==> config.mk <==
export PLATFORM = sky130hd
export DESIGN_NAME = fifo_rd_stream
export DESIGN_NICKNAME = d
export VERILOG_FILES = /design/src/rtl/fifo_rd_stream.sv
export SDC_FILE = /design/constraint.sdc
export NUM_CORES = 1
export LEC_CHECK = 0
export ABC_AREA = 1
export CAP_MARGIN = 20
export CORE_MARGIN = 3
export CORE_UTILIZATION = 33
export CTS_CLUSTER_SIZE = 24
export DETAILED_ROUTE_END_ITERATION = 8
export GPL_TIMING_DRIVEN = 0
export HOLD_SLACK_MARGIN = 0.03
export PLACE_DENSITY = 0.67
export SLEW_MARGIN = 15
export SYNTH_ARGS = -nofsm -noshare
export SYNTH_HDL_FRONTEND = slang
export SYNTH_SLANG_ARGS = --single-unit
==> constraint.sdc <==
create_clock -name clk -period 3.74 [get_ports clk]
set_clock_uncertainty 0.1 [all_clocks]
set_input_delay 1.122 -clock clk [delete_from_list [all_inputs] [get_ports clk]]
set_output_delay 1.122 -clock clk [all_outputs]
set_load 0.1 [all_outputs]
==> src/rtl/fifo_rd_stream.sv <==
// Reader-side controller for a synchronous FIFO.
// Issues read strobes while a buffer slot is guaranteed, captures read data one
// cycle later and re-presents it as a valid/ready stream via a 2-entry skid buffer.
module fifo_rd_stream #(
    parameter int unsigned DATA_W = 8,
    parameter int unsigned CNT_W  = 16
) (
    input  logic              clk,
    input  logic              rstn,      // active-high synchronous reset
    output logic              o_rden,
    input  logic              i_empty,
    input  logic [DATA_W-1:0] i_rddata,
    input  logic              i_flush,
    output logic              o_valid,
    input  logic              i_ready,
    output logic [DATA_W-1:0] o_data,
    output logic              o_busy,
    output logic [CNT_W-1:0]  o_count
);

    logic [1:0]        occ_q, occ_d;
    logic              inflt_q, inflt_d;
    logic [DATA_W-1:0] head_q, head_d;
    logic [DATA_W-1:0] tail_q, tail_d;
    logic [CNT_W-1:0]  count_q, count_d;
    logic              pop;
    logic [2:0]        pend;

    assign o_valid = (occ_q != 2'd0) & ~i_flush;
    assign pop     = o_valid & i_ready;
    // Slots that will be occupied after this edge if no further read is issued.
    assign pend    = {1'b0, occ_q} + {2'b00, inflt_q} - {2'b00, pop};
    assign o_rden  = ~rstn & ~i_flush & ~i_empty & (pend < 3'd2);
    assign o_data  = head_q;
    assign o_busy  = (occ_q != 2'd0) | inflt_q;
    assign o_count = count_q;

    // Next-state: capture in-flight word at the tail, retire the head on pop.
    always_comb begin
        occ_d   = occ_q;
        inflt_d = inflt_q;
        head_d  = head_q;
        tail_d  = tail_q;
        count_d = count_q;
        if (i_flush) begin
            occ_d   = 2'd0;
            inflt_d = 1'b0;
        end else begin
            inflt_d = o_rden;
            count_d = count_q + CNT_W'(pop);
            case ({inflt_q, pop})
                2'b10: begin
                    if (occ_q == 2'd0) begin
                        head_d = i_rddata;
                    end else begin
                        tail_d = i_rddata;
                    end
                    occ_d = occ_q + 2'd1;
                end
                2'b01: begin
                    head_d = tail_q;
                    occ_d  = occ_q - 2'd1;
                end
                2'b11: begin
                    // Occupancy unchanged; new word lands behind whatever remains.
                    if (occ_q == 2'd1) begin
                        head_d = i_rddata;
                    end else begin
                        head_d = tail_q;
                        tail_d = i_rddata;
                    end
                end
                default: ;
            endcase
        end
    end

    // State registers with synchronous reset.
    always_ff @(posedge clk) begin
        if (rstn) begin
            occ_q   <= 2'd0;
            inflt_q <= 1'b0;
            head_q  <= '0;
            tail_q  <= '0;
            count_q <= '0;
        end else begin
            occ_q   <= occ_d;
            inflt_q <= inflt_d;
            head_q  <= head_d;
            tail_q  <= tail_d;
            count_q <= count_d;
        end
    end

endmodule

==> reports/summary.log, run 1 <==
qor: worst_setup_path.crit_path_frequent_cell inv_2
qor: clock_network.cts_made_buffers 5
qor: timing.layout_worst_path_cycle_share 1.105
qor: timing.timing.final.crit_period 4.134 ns
qor: worst_setup_path.worst-r2r-cell-count 11
qor: die.design.portCount 40
qor: status.violations setup timing
qor: grt.first_global_vias 1,587
qor: finish.final_net_count 325
qor: detailed_routing.detail_route.first_pass.iterations 6
qor: worst_hold_path.end_of_the_worst_hold_path tail_q[0]
qor: logic_synthesis.avgSynthCellArea 6.887 µm²
qor: timing.rsz0062_at_grt true
qor: placed_design.placedInstanceArea 2247 µm²
qor: flow_run.maxCapViolations 0
qor: worst_setup_path.worstSetupPathType input pin to output port
qor: logic_synthesis.ys_seq_area_frac 0.4037
qor: power_and_ir_drop.total_leakage_power 0.9637 nW
qor: worst_hold_path.min-delay-start tail_q[0]
qor: detailed_routing.route.antenna.remaining_nets 0
qor: timing.finalSetupViolations 1
qor: power_and_ir_drop.total_power 0.0008176 W
qor: placed_design.placement.io_buffers 39
qor: clock_network.ctsHtreeMaxLevel 2
qor: detailed_routing.route.detailed.drc 0
qor: logic_synthesis.postSynthRegisterBits 35
qor: placed_design.post-place-cells 358
qor: placed_design.place.detailed.hpwl 3054 µm
qor: finish.fin_cells 372
qor: finish.fill_cells 502
qor: worst_setup_path.critical_path.max_stage_delay 0.52 ns
qor: grt.grt_first_pass_wirelength 7300 µm
qor: logic_synthesis.synth_cell_types 25
qor: timing.slew_at_the_pin_closest_to_its_max_slew_limit 0.9755 ns
qor: grt.groute.usage.overall 0.1482
qor: worst_hold_path.hold_path_class flop to flop
qor: detailed_routing.drt_iter0_markers 65
qor: worst_setup_path.worst_path_max_delay_cell fa_2
qor: worst_setup_path.reg2reg_launch_point occ_q[1]
qor: finish.proportion_of_layout_cells_with_a_drive_suffix_above_1 0.1246
qor: grt.antenna_found_initial 0
qor: worst_setup_path.critical_path.max_fanout 2
qor: die.num_rows 25
qor: die.floorplan.die.height 78.52 µm
qor: die.design.core.area 4911 µm²
qor: timing.final-max-slew-violation-count 0
qor: grt.largest_net_degree_at_the_start_of_global_routing 11
qor: timing.setup_slack -0.3942 ns
qor: logic_synthesis.syn-cell-area 1735 µm²
qor: worst_setup_path.setup.worst_path.start_class input pin
qor: timing.fmax 241.9 MHz
qor: detailed_routing.wire_per_inst 11.27 µm
qor: timing.timing.final.hold_violations 0
qor: power_and_ir_drop.vdd_ir_drop_max 152.7 µV
qor: detailed_routing.vias 1,685
qor: worst_setup_path.ff2ff_setup_slack 1.34 ns
qor: logic_synthesis.yosys_warnings 0
qor: logic_synthesis.total_nets_after_synthesis 273
qor: die.die_width 78.52 µm
qor: timing.final.hold.worst_slack 0.3501 ns
qor: worst_hold_path.timing.hold.worst_path_depth 2
qor: finish.syn2layout_area_growth 39.22%
qor: worst_setup_path.critical_path_arrival 2.91 ns
qor: power_and_ir_drop.p_per_area 338.4 nW/µm²
qor: grt.globalRoute.totalOverflow 0
qor: finish.final_area 2416 µm²
qor: status.run_status finished with violations
qor: die.design.die.area 6165 µm²
qor: worst_setup_path.path_cells buf_12 -> nor2_4 -> nand2_2 -> inv_2 -> ha_4 -> nor2_4 -> inv_2 -> fa_2 -> inv_2 -> nor4_4 -> buf_6
qor: clock_network.ctsLongestPathBuffers 2
qor: worst_setup_path.r2r_end inflt_q
qor: worst_setup_path.critical_path.endpoint_type output port
qor: clock_network.worst_setup_hold_path_clk_slew 0.07 ns
qor: clock_network.clkLatencyLatePin 0.29 ns
qor: worst_setup_path.worst_endpoint_required_time 2.52 ns
qor: finish.number_of_diodes_added_for_antenna_fixing 0
qor: timing.setup_tns -0.3942 ns
qor: detailed_routing.via_density 4.530
qor: placed_design.globalplace.congestion 0.8582
qor: clock_network.cts_sinks 35
qor: logic_synthesis.netlist_instances 252
qor: clock_network.clock_tree_from_tritoncts done
qor: timing.relSlewSlack 0.3476
qor: die.floorplan.initialDensity 0.3534
qor: clock_network.clock-root-buffer clkbuf_8
qor: detailed_routing.route.final.wire_length 4193 µm
-- registers in the layout, summed over array words and instances, names as in the netlist --
name / cells
o_count: 16
inflt_q: 1
tail_q: 8
o_data: 8
occ_q: 2
-- worst max-delay path by stage --
stage	to	start	slack (ns)
after global routing	o_rden	i_flush	-0.48
after floorplan	o_rden	i_flush	-1.29
after CTS	o_rden	i_flush	-0.40
final	o_rden	i_flush	-0.39
after global placement	o_rden	i_flush	-1.91
after detailed placement	o_rden	i_flush	-1.92
-- cell usage after synthesis, drive strengths merged --
library cell | instances | area, µm²
a31oi | 1 | 6.260
a21oi | 23 | 126.4
nand4 | 3 | 25.02
o21bai | 1 | 7.510
nand2 | 70 | 267.8
inv | 32 | 120.1
o21ai | 19 | 95.09
buf | 2 | 16.26
nand3 | 9 | 45.04
ha | 7 | 87.58
dfxtp | 35 | 700.7
fa | 1 | 20.02
nor4 | 2 | 12.51
o21a | 1 | 7.510
xor2 | 3 | 26.28
nor2 | 41 | 163.9
clkbuf | 2 | 7.510
-- what timing repair did --
action	4_1_cts	5_1_grt
hold buffers	0	0
pin swaps	6	6
endpoints found under the setup margin	2	1
buffers inserted	5	1
gates resized for setup	24	2
gates cloned	0	0
-- cell usage in the layout, fill, tap and decap left out, drive strengths merged, types with 2 or more instances in the layout --
cell type / count
xor2: 3
o21ai: 19
a21oi: 23
nor4: 2
nand4: 3
inv: 32
clkbuf: 11
dfxtp: 35
nand2: 70
nor2: 41
nand3: 9
ha: 7
buf: 10
clkdlybuf4s50: 35
-- where the power goes --
part           total [W]  switching, W  internal, W
clock           0.000308      0.000139     0.000168
combinational   0.000124     0.0000826    0.0000418
sequential      0.000386    0.00000483     0.000381
-- cells by family after synthesis --
family | Yosys count | synth area share
AOI/OAI and AO/OA | 45 | 0.1399
xor gates and xnor gates | 3 | 0.01514
adders and majority gates | 8 | 0.06200
buffers and inverters | 36 | 0.08291
DFF | 35 | 0.4037
and+or+nand+nor | 125 | 0.2963
-- final cells by class --
class | count | area, µm² | area share
well taps | 67 | 83.83 | 0.03470
flip-flops and latches | 35 | 701.9 | 0.2905
repair buffers | 45 | 440.4 | 0.1823
inverters | 32 | 120.1 | 0.04972
clock buffers | 8 | 100.1 | 0.04143
plain buffers | 4 | 23.77 | 0.009839
multi-input cells | 181 | 945.9 | 0.3915
-- routing by layer --
layer,GRT usage,wire length (µm),vias up,share of wire
met1,0.1784,1993,755,0.48
met3,0.03670,143,5,0.034
li1,-,-,901,-
met2,0.2521,1980,24,0.47
met5,0,0,-,0
met4,0.05769,75,0,0.018
-- metrics by stage --
stage	worst slack, ns	util
floorplan	-1.292	-
global placement	-1.913	0.4576
detailed placement	-1.917	0.4576
CTS	-0.3954	0.4912
global route	-0.4762	0.4920
finish	-0.3942	0.4920
-- critical path: cells and delay by family --
kind,cells,cell delay (ns)
fa+ha+maj,2,0.73
buf+inv,5,0.54
simple gates,4,0.53
(Power assumes the default switching activity.)
==> inputs of run 2 (changes only) <==
REMOVE_ABC_BUFFERS = 1   (was not set)
==> run 2 against run 1 <==
Effect of this change: the run still ends with setup timing left; sequential power hardly changed; global-route usage decreased by 0.14 points; sequential share of layout area fell by 0.55 points; critical path type unchanged.
==> reports/summary.log, run 2 (synthesis results as in run 1) <==
qor: worst_setup_path.reg2reg_launch_point occ_q[1]
qor: worst_setup_path.worst-r2r-cell-count 12
qor: power_and_ir_drop.p_sw_frac 0.2551
qor: die.die_width 78.52 µm
qor: placed_design.placement.io_buffers 39
qor: clock_network.ctsLongestPathBuffers 2
qor: finish.final_net_count 324
qor: grt.globalRoute.totalOverflow 0
qor: timing.finalSetupViolations 1
qor: finish.fin_cells 371
qor: finish.largest_register_ffs 16
qor: clock_network.clock_tree_from_tritoncts done
qor: worst_setup_path.worstSetupPathType input pin to output port
qor: die.num_rows 25
qor: die.floorplan.initialDensity 0.3534
qor: timing.timing.final.hold_violations 0
qor: power_and_ir_drop.total_leakage_power 0.9776 nW
qor: worst_setup_path.worst_endpoint_required_time 2.52 ns
qor: detailed_routing.route.detailed.drc 0
qor: grt.grt_first_pass_wirelength 7224 µm
qor: detailed_routing.detail_route.first_pass.iterations 4
qor: detailed_routing.route.final.wire_length 4199 µm
qor: worst_setup_path.critical_path_arrival 2.87 ns
qor: timing.final-max-slew-violation-count 0
qor: timing.setup_tns -0.3519 ns
qor: detailed_routing.drt_iter0_markers 84
qor: worst_hold_path.hold_path_class flop to flop
qor: timing.fmax 244.4 MHz
qor: timing.final.hold.worst_slack 0.3507 ns
qor: power_and_ir_drop.seq_power_share 0.417
qor: worst_setup_path.critical_path.endpoint_type output port
qor: die.design.core.area 4911 µm²
qor: status.run_status finished with violations
qor: clock_network.worst_setup_hold_path_clk_slew 0.08 ns
qor: flow_run.maxCapViolations 0
qor: power_and_ir_drop.power_switching 0.0002358 W
qor: die.design.portCount 40
qor: placed_design.pre_cts_slack -1.984 ns
qor: status.violations setup timing
qor: timing.setup_slack -0.3519 ns
qor: timing.rsz0062_at_grt true
qor: power_and_ir_drop.vdd_ir_drop_max 201.2 µV
qor: finish.layout.cells.most_common_list nand2_1, nor2_1, dfxtp_1
qor: detailed_routing.route.antenna.remaining_nets 0
qor: timing.layout_worst_path_cycle_share 1.094
qor: grt.largest_net_degree_at_the_start_of_global_routing 15
qor: worst_setup_path.critical_path.max_stage_delay 0.35 ns
qor: placed_design.globalplace.congestion 0.7236
qor: grt.groute.usage.overall 0.1468
qor: worst_setup_path.worst_path_max_delay_cell fa_2
qor: power_and_ir_drop.power.share.clock 0.447
qor: clock_network.clock-root-buffer clkbuf_8
qor: clock_network.cts_sinks 35
qor: power_and_ir_drop.p_int 0.0006888 W
qor: clock_network.post_cts_hold_buffer_count 0
qor: detailed_routing.wire_per_inst 11.32 µm
qor: timing.timing.final.crit_period 4.092 ns
qor: die.floorplan.die.height 78.52 µm
qor: worst_setup_path.ff2ff_setup_slack 1.17 ns
qor: clock_network.ctsHtreeMaxLevel 2
qor: placed_design.place.detailed.hpwl 2912 µm
qor: finish.final_area 2459 µm²
qor: timing.relSlewSlack 0.3279
qor: detailed_routing.vias 1,719
qor: grt.antenna_found_initial 0
qor: finish.proportion_of_layout_cells_with_a_drive_suffix_above_1 0.1283
qor: worst_setup_path.critical_path.endpoint o_rden
qor: finish.number_of_diodes_added_for_antenna_fixing 0
qor: finish.mostFrequentLayoutCell nand2_1
qor: die.design.die.area 6165 µm²
qor: worst_setup_path.path_cells buf_12 -> nor2_4 -> nand2_2 -> inv_2 -> ha_4 -> nor2_4 -> inv_2 -> fa_2 -> xor2_2 -> nor4_4 -> buf_6
qor: grt.first_global_vias 1,589
qor: detailed_routing.via_density 4.633
qor: timing.slew_at_the_pin_closest_to_its_max_slew_limit 1.005 ns
qor: clock_network.cts_made_buffers 5
qor: placed_design.post-place-cells 354
qor: worst_setup_path.crit_start i_flush
qor: power_and_ir_drop.p_per_area 376.1 nW/µm²
qor: finish.syn2layout_area_growth 41.67%
qor: worst_setup_path.setup.worst_path.start_class input pin
qor: worst_setup_path.critical_path.max_fanout 2
qor: placed_design.placedInstanceArea 2186 µm²
qor: clock_network.clkLatencyLatePin 0.29 ns
qor: worst_setup_path.r2r_end inflt_q
qor: power_and_ir_drop.fraction_of_power_consumed_by_combinational_cells 0.136
[run 2: cell count changes in the layout (fill, tap and decap cells not counted), moves of 2 or more]
cell / delta
clkbuf_8: -2
clkinvlp_4: +2
bufinv_16: +2
clkbuf_1: -3
buf_4: +2
[run 2: routing by layer]
metal | up-vias | share of wire | global-route usage
met5 | - | 0 | 0
met2 | 45 | 0.46 | 0.2317
met4 | 0 | 0.010 | 0.05070
met3 | 4 | 0.061 | 0.04817
li1 | 899 | - | -
met1 | 771 | 0.47 | 0.1869
[run 2: cell type report]
type,instances,area [µm²]
Timing Repair inverter,1,5.005
Tap cell,67,83.83
Fill cell,498,2452
Timing Repair Buffer,47,462.9
Clock inverter,3,67.56
Sequential cell,35,700.7
Multi-Input combinational cell,181,945.9
Inverter,32,123.9
Clock buffer,5,68.82
[run 2: power by group through the flow]
| stage | Sequential, W | Clock [W] | Combinational, W |
|---|---|---|---|
| 5_1_grt | 0.000387 | 0.000439 | 0.000135 |
| 6_report | 0.000386 | 0.000413 | 0.000126 |
| 4_1_cts | 0.000385 | 0.000425 | 0.000123 |
| 3_3_place_gp | 0.000394 | 0 | 0.000111 |
| 2_1_floorplan | 0.000420 | 0 | 0.0000491 |
| 3_5_place_dp | 0.000394 | 0 | 0.000112 |
[run 2: what timing repair did]
item / CTS / global route
pin swaps: 6 / 4
setup buffers: 6 / 2
cloned: 1 / 0
gates resized for setup: 29 / 6
setup endpoints to repair: 2 / 1
[run 2: worst min path at each step]
stage / start / end / slack (ns) / depth (start not counted)
after detailed placement: tail_q[1] / tail_q[1] / 0.34 / 2
after global placement: tail_q[1] / tail_q[1] / 0.34 / 2
after CTS: tail_q[1] / tail_q[1] / 0.35 / 2
after floorplan: tail_q[0] / tail_q[0] / 0.33 / 2
after global routing: tail_q[0] / tail_q[0] / 0.39 / 2
final: tail_q[1] / tail_q[1] / 0.35 / 2
[run 2: worst max-delay path, delay by kind of cell]
| kind | cells | cell delay, ns |
|---|---|---|
| fa+ha+maj | 2 | 0.55 |
| simple gates | 4 | 0.54 |
| buf+inv | 4 | 0.48 |
| xor+xnor | 1 | 0.17 |
[run 2: stage by stage]
| stage | total power [W] | utilization |
|---|---|---|
| after global routing | 0.0009613 | 0.5006 |
| after detailed placement | 0.0005062 | 0.4451 |
| after floorplan | 0.0004692 | - |
| after global placement | 0.0005050 | 0.4451 |
| after CTS | 0.0009333 | 0.4935 |
| final | 0.0009246 | 0.5006 |
==> inputs of run 3 (changes only) <==
PLACE_DENSITY = 0.69   (was 0.67)
clock period = 3.7 ns   (was 3.74 ns; I/O delays follow)
==> run 3 against run 2 <==
Effect of this change: the flow still finishes with violations (setup timing); count of clock-buffer cells in the layout rose by 1; non-clock buffer count is 3 higher; worst hold slack improved by 0.0014 ns; routed wire length grew 0.69%; total power rose by 1.0%; clock power barely moved; first-iteration DRC count shrank 26%; combinational power is essentially flat; critical path depth unchanged; critical path type unchanged; critical endpoint unchanged.
==> reports/summary.log, run 3 (synthesis results as in run 1) <==
qor: status.run_status finished with violations
qor: status.violations setup timing
qor: timing.relSlewSlack 0.3451
qor: worst_setup_path.setup.worst_path.start_class input pin
qor: power_and_ir_drop.p_per_area 375.1 nW/µm²
qor: worst_setup_path.critical_path.max_fanout 2
qor: clock_network.cts_sinks 35
qor: die.floorplan.initialDensity 0.3534
qor: timing.layout_worst_path_cycle_share 1.119
qor: finish.number_of_diodes_added_for_antenna_fixing 0
qor: detailed_routing.vias 1,713
qor: grt.globalRoute.totalOverflow 0
qor: die.design.core.area 4911 µm²
qor: worst_setup_path.critical_path.endpoint_type output port
qor: clock_network.clock-root-buffer clkbuf_8
qor: timing.setup_slack -0.4418 ns
qor: die.die_width 78.52 µm
qor: die.floorplan.die.height 78.52 µm
qor: timing.fmax 241.4 MHz
qor: finish.proportion_of_layout_cells_with_a_drive_suffix_above_1 0.1401
qor: detailed_routing.route.final.wire_length 4228 µm
qor: placed_design.globalplace.congestion 0.7507
qor: finish.final_net_count 327
qor: clock_network.cts_made_buffers 5
qor: detailed_routing.route.antenna.remaining_nets 0
qor: finish.syn2layout_area_growth 43.48%
qor: timing.timing.final.crit_period 4.142 ns
qor: grt.groute.usage.overall 0.1441
qor: detailed_routing.via_density 4.580
qor: detailed_routing.route.detailed.drc 0
qor: timing.slew_at_the_pin_closest_to_its_max_slew_limit 0.9793 ns
qor: finish.largest_register_ffs 16
qor: worst_hold_path.hold_path_class flop to flop
qor: grt.antenna_found_initial 0
qor: detailed_routing.drt_iter0_markers 62
qor: power_and_ir_drop.vdd_ir_drop_max 242.4 µV
qor: timing.rsz0062_at_grt true
qor: timing.finalSetupViolations 1
qor: worst_setup_path.worst_endpoint_required_time 2.49 ns
qor: detailed_routing.detail_route.first_pass.iterations 4
qor: grt.first_global_vias 1,612
qor: placed_design.place.detailed.hpwl 2833 µm
qor: placed_design.placement.io_buffers 39
qor: clock_network.clkLatencyLatePin 0.29 ns
qor: timing.timing.final.hold_violations 0
qor: detailed_routing.wire_per_inst 11.30 µm
qor: worst_setup_path.critical_path_arrival 2.93 ns
qor: flow_run.maxCapViolations 0
qor: grt.grt_first_pass_wirelength 7127 µm
qor: worst_setup_path.worstSetupPathType input pin to output port
qor: clock_network.clock_tree_from_tritoncts done
qor: timing.final-max-slew-violation-count 0
qor: clock_network.ctsHtreeMaxLevel 2
qor: clock_network.worst_setup_hold_path_clk_slew 0.08 ns
qor: clock_network.ctsLongestPathBuffers 2
qor: finish.mostFrequentLayoutCell nand2_1
qor: timing.final.hold.worst_slack 0.3521 ns
qor: die.num_rows 25
qor: power_and_ir_drop.total_leakage_power 0.9857 nW
qor: die.design.portCount 40
qor: placed_design.pre_cts_slack -2.020 ns
qor: grt.largest_net_degree_at_the_start_of_global_routing 15
qor: placed_design.placedInstanceArea 2186 µm²
qor: die.design.die.area 6165 µm²
qor: finish.final_area 2490 µm²
qor: finish.layout.cells.most_common_list nand2_1, nor2_1, clkdlybuf4s50_1
run 3: cell count changes in the layout (fill, tap and decap cells not counted), sizes merged:
cell | previous run | this run
buf | 10 | 13
clkdlybuf4s50 | 34 | 35
dlygate4sd2 | 1 | 0
clkbuf | 5 | 6
clkinvlp | 3 | 2
dlymetal6s2s | 1 | 0
clkdlybuf4s15 | 1 | 2
run 3: cell type report:
cell class | instances | area [µm²]
fillers | 492 | 2421
multi-input cells | 181 | 957.2
flip-flops and latches | 35 | 701.9
repair buffers | 50 | 485.5
inverters | 32 | 123.9
well taps | 67 | 83.83
clock buffers | 6 | 72.57
clock inverters | 2 | 60.06
repair inverters | 1 | 5.005
run 3: report_power, final:
part / switching (W) / total, W / internal, W
registers: 0.00000528 / 0.000390 / 0.000385
clock network: 0.000145 / 0.000415 / 0.000270
logic: 0.0000847 / 0.000129 / 0.0000444
run 3: what timing repair did:
action                     CTS  global route
pin swaps                    6             5
hold buffers                 0             0
setup endpoints to repair    2             1
cloned                       1             0
gates resized for setup     31             7
hold endpoints to repair     0             0
buffers inserted            10             1
run 3: per-stage QoR:
stage / util / setup TNS [ns] / total power [W] / cells
2_1_floorplan: - / -5.999 / 0.0004743 / 248
3_3_place_gp: 0.4451 / -2.577 / 0.0005099 / 354
3_5_place_dp: 0.4451 / -2.548 / 0.0005111 / 354
4_1_cts: 0.4994 / -0.4348 / 0.0009383 / 373
5_1_grt: 0.5070 / -0.5136 / 0.0009689 / 374
6_report: 0.5070 / -0.4418 / 0.0009339 / 374
run 3: worst max-delay path, cell delays in order:
cell	delay [ns]
buf_12	0.10
nor2_4	0.11
nand2_2	0.07
inv_2	0.08
ha_4	0.21
nor2_4	0.07
inv_2	0.05
fa_2	0.37
xor2_4	0.18
nor4_4	0.31
buf_6	0.27
run 3: per-layer routing:
| metal | global-route usage | share of wire | vias up |
|---|---|---|---|
| met5 | 0 | 0 | - |
| met4 | 0.05594 | 0.010 | 0 |
| met3 | 0.03670 | 0.056 | 6 |
| met2 | 0.2284 | 0.45 | 57 |
| met1 | 0.1867 | 0.48 | 745 |
| li1 | - | - | 905 |
run 3: final timing paths:
check,startpoint,endpoint,slack [ns],cells after the start
worst max register to register,occ_q[1],inflt_q,1.20,12
worst min-delay path,tail_q[1],tail_q[1],0.35,2
worst max-delay path,i_flush,o_rden,-0.44,11
worst min register to register,tail_q[1],tail_q[1],0.35,2
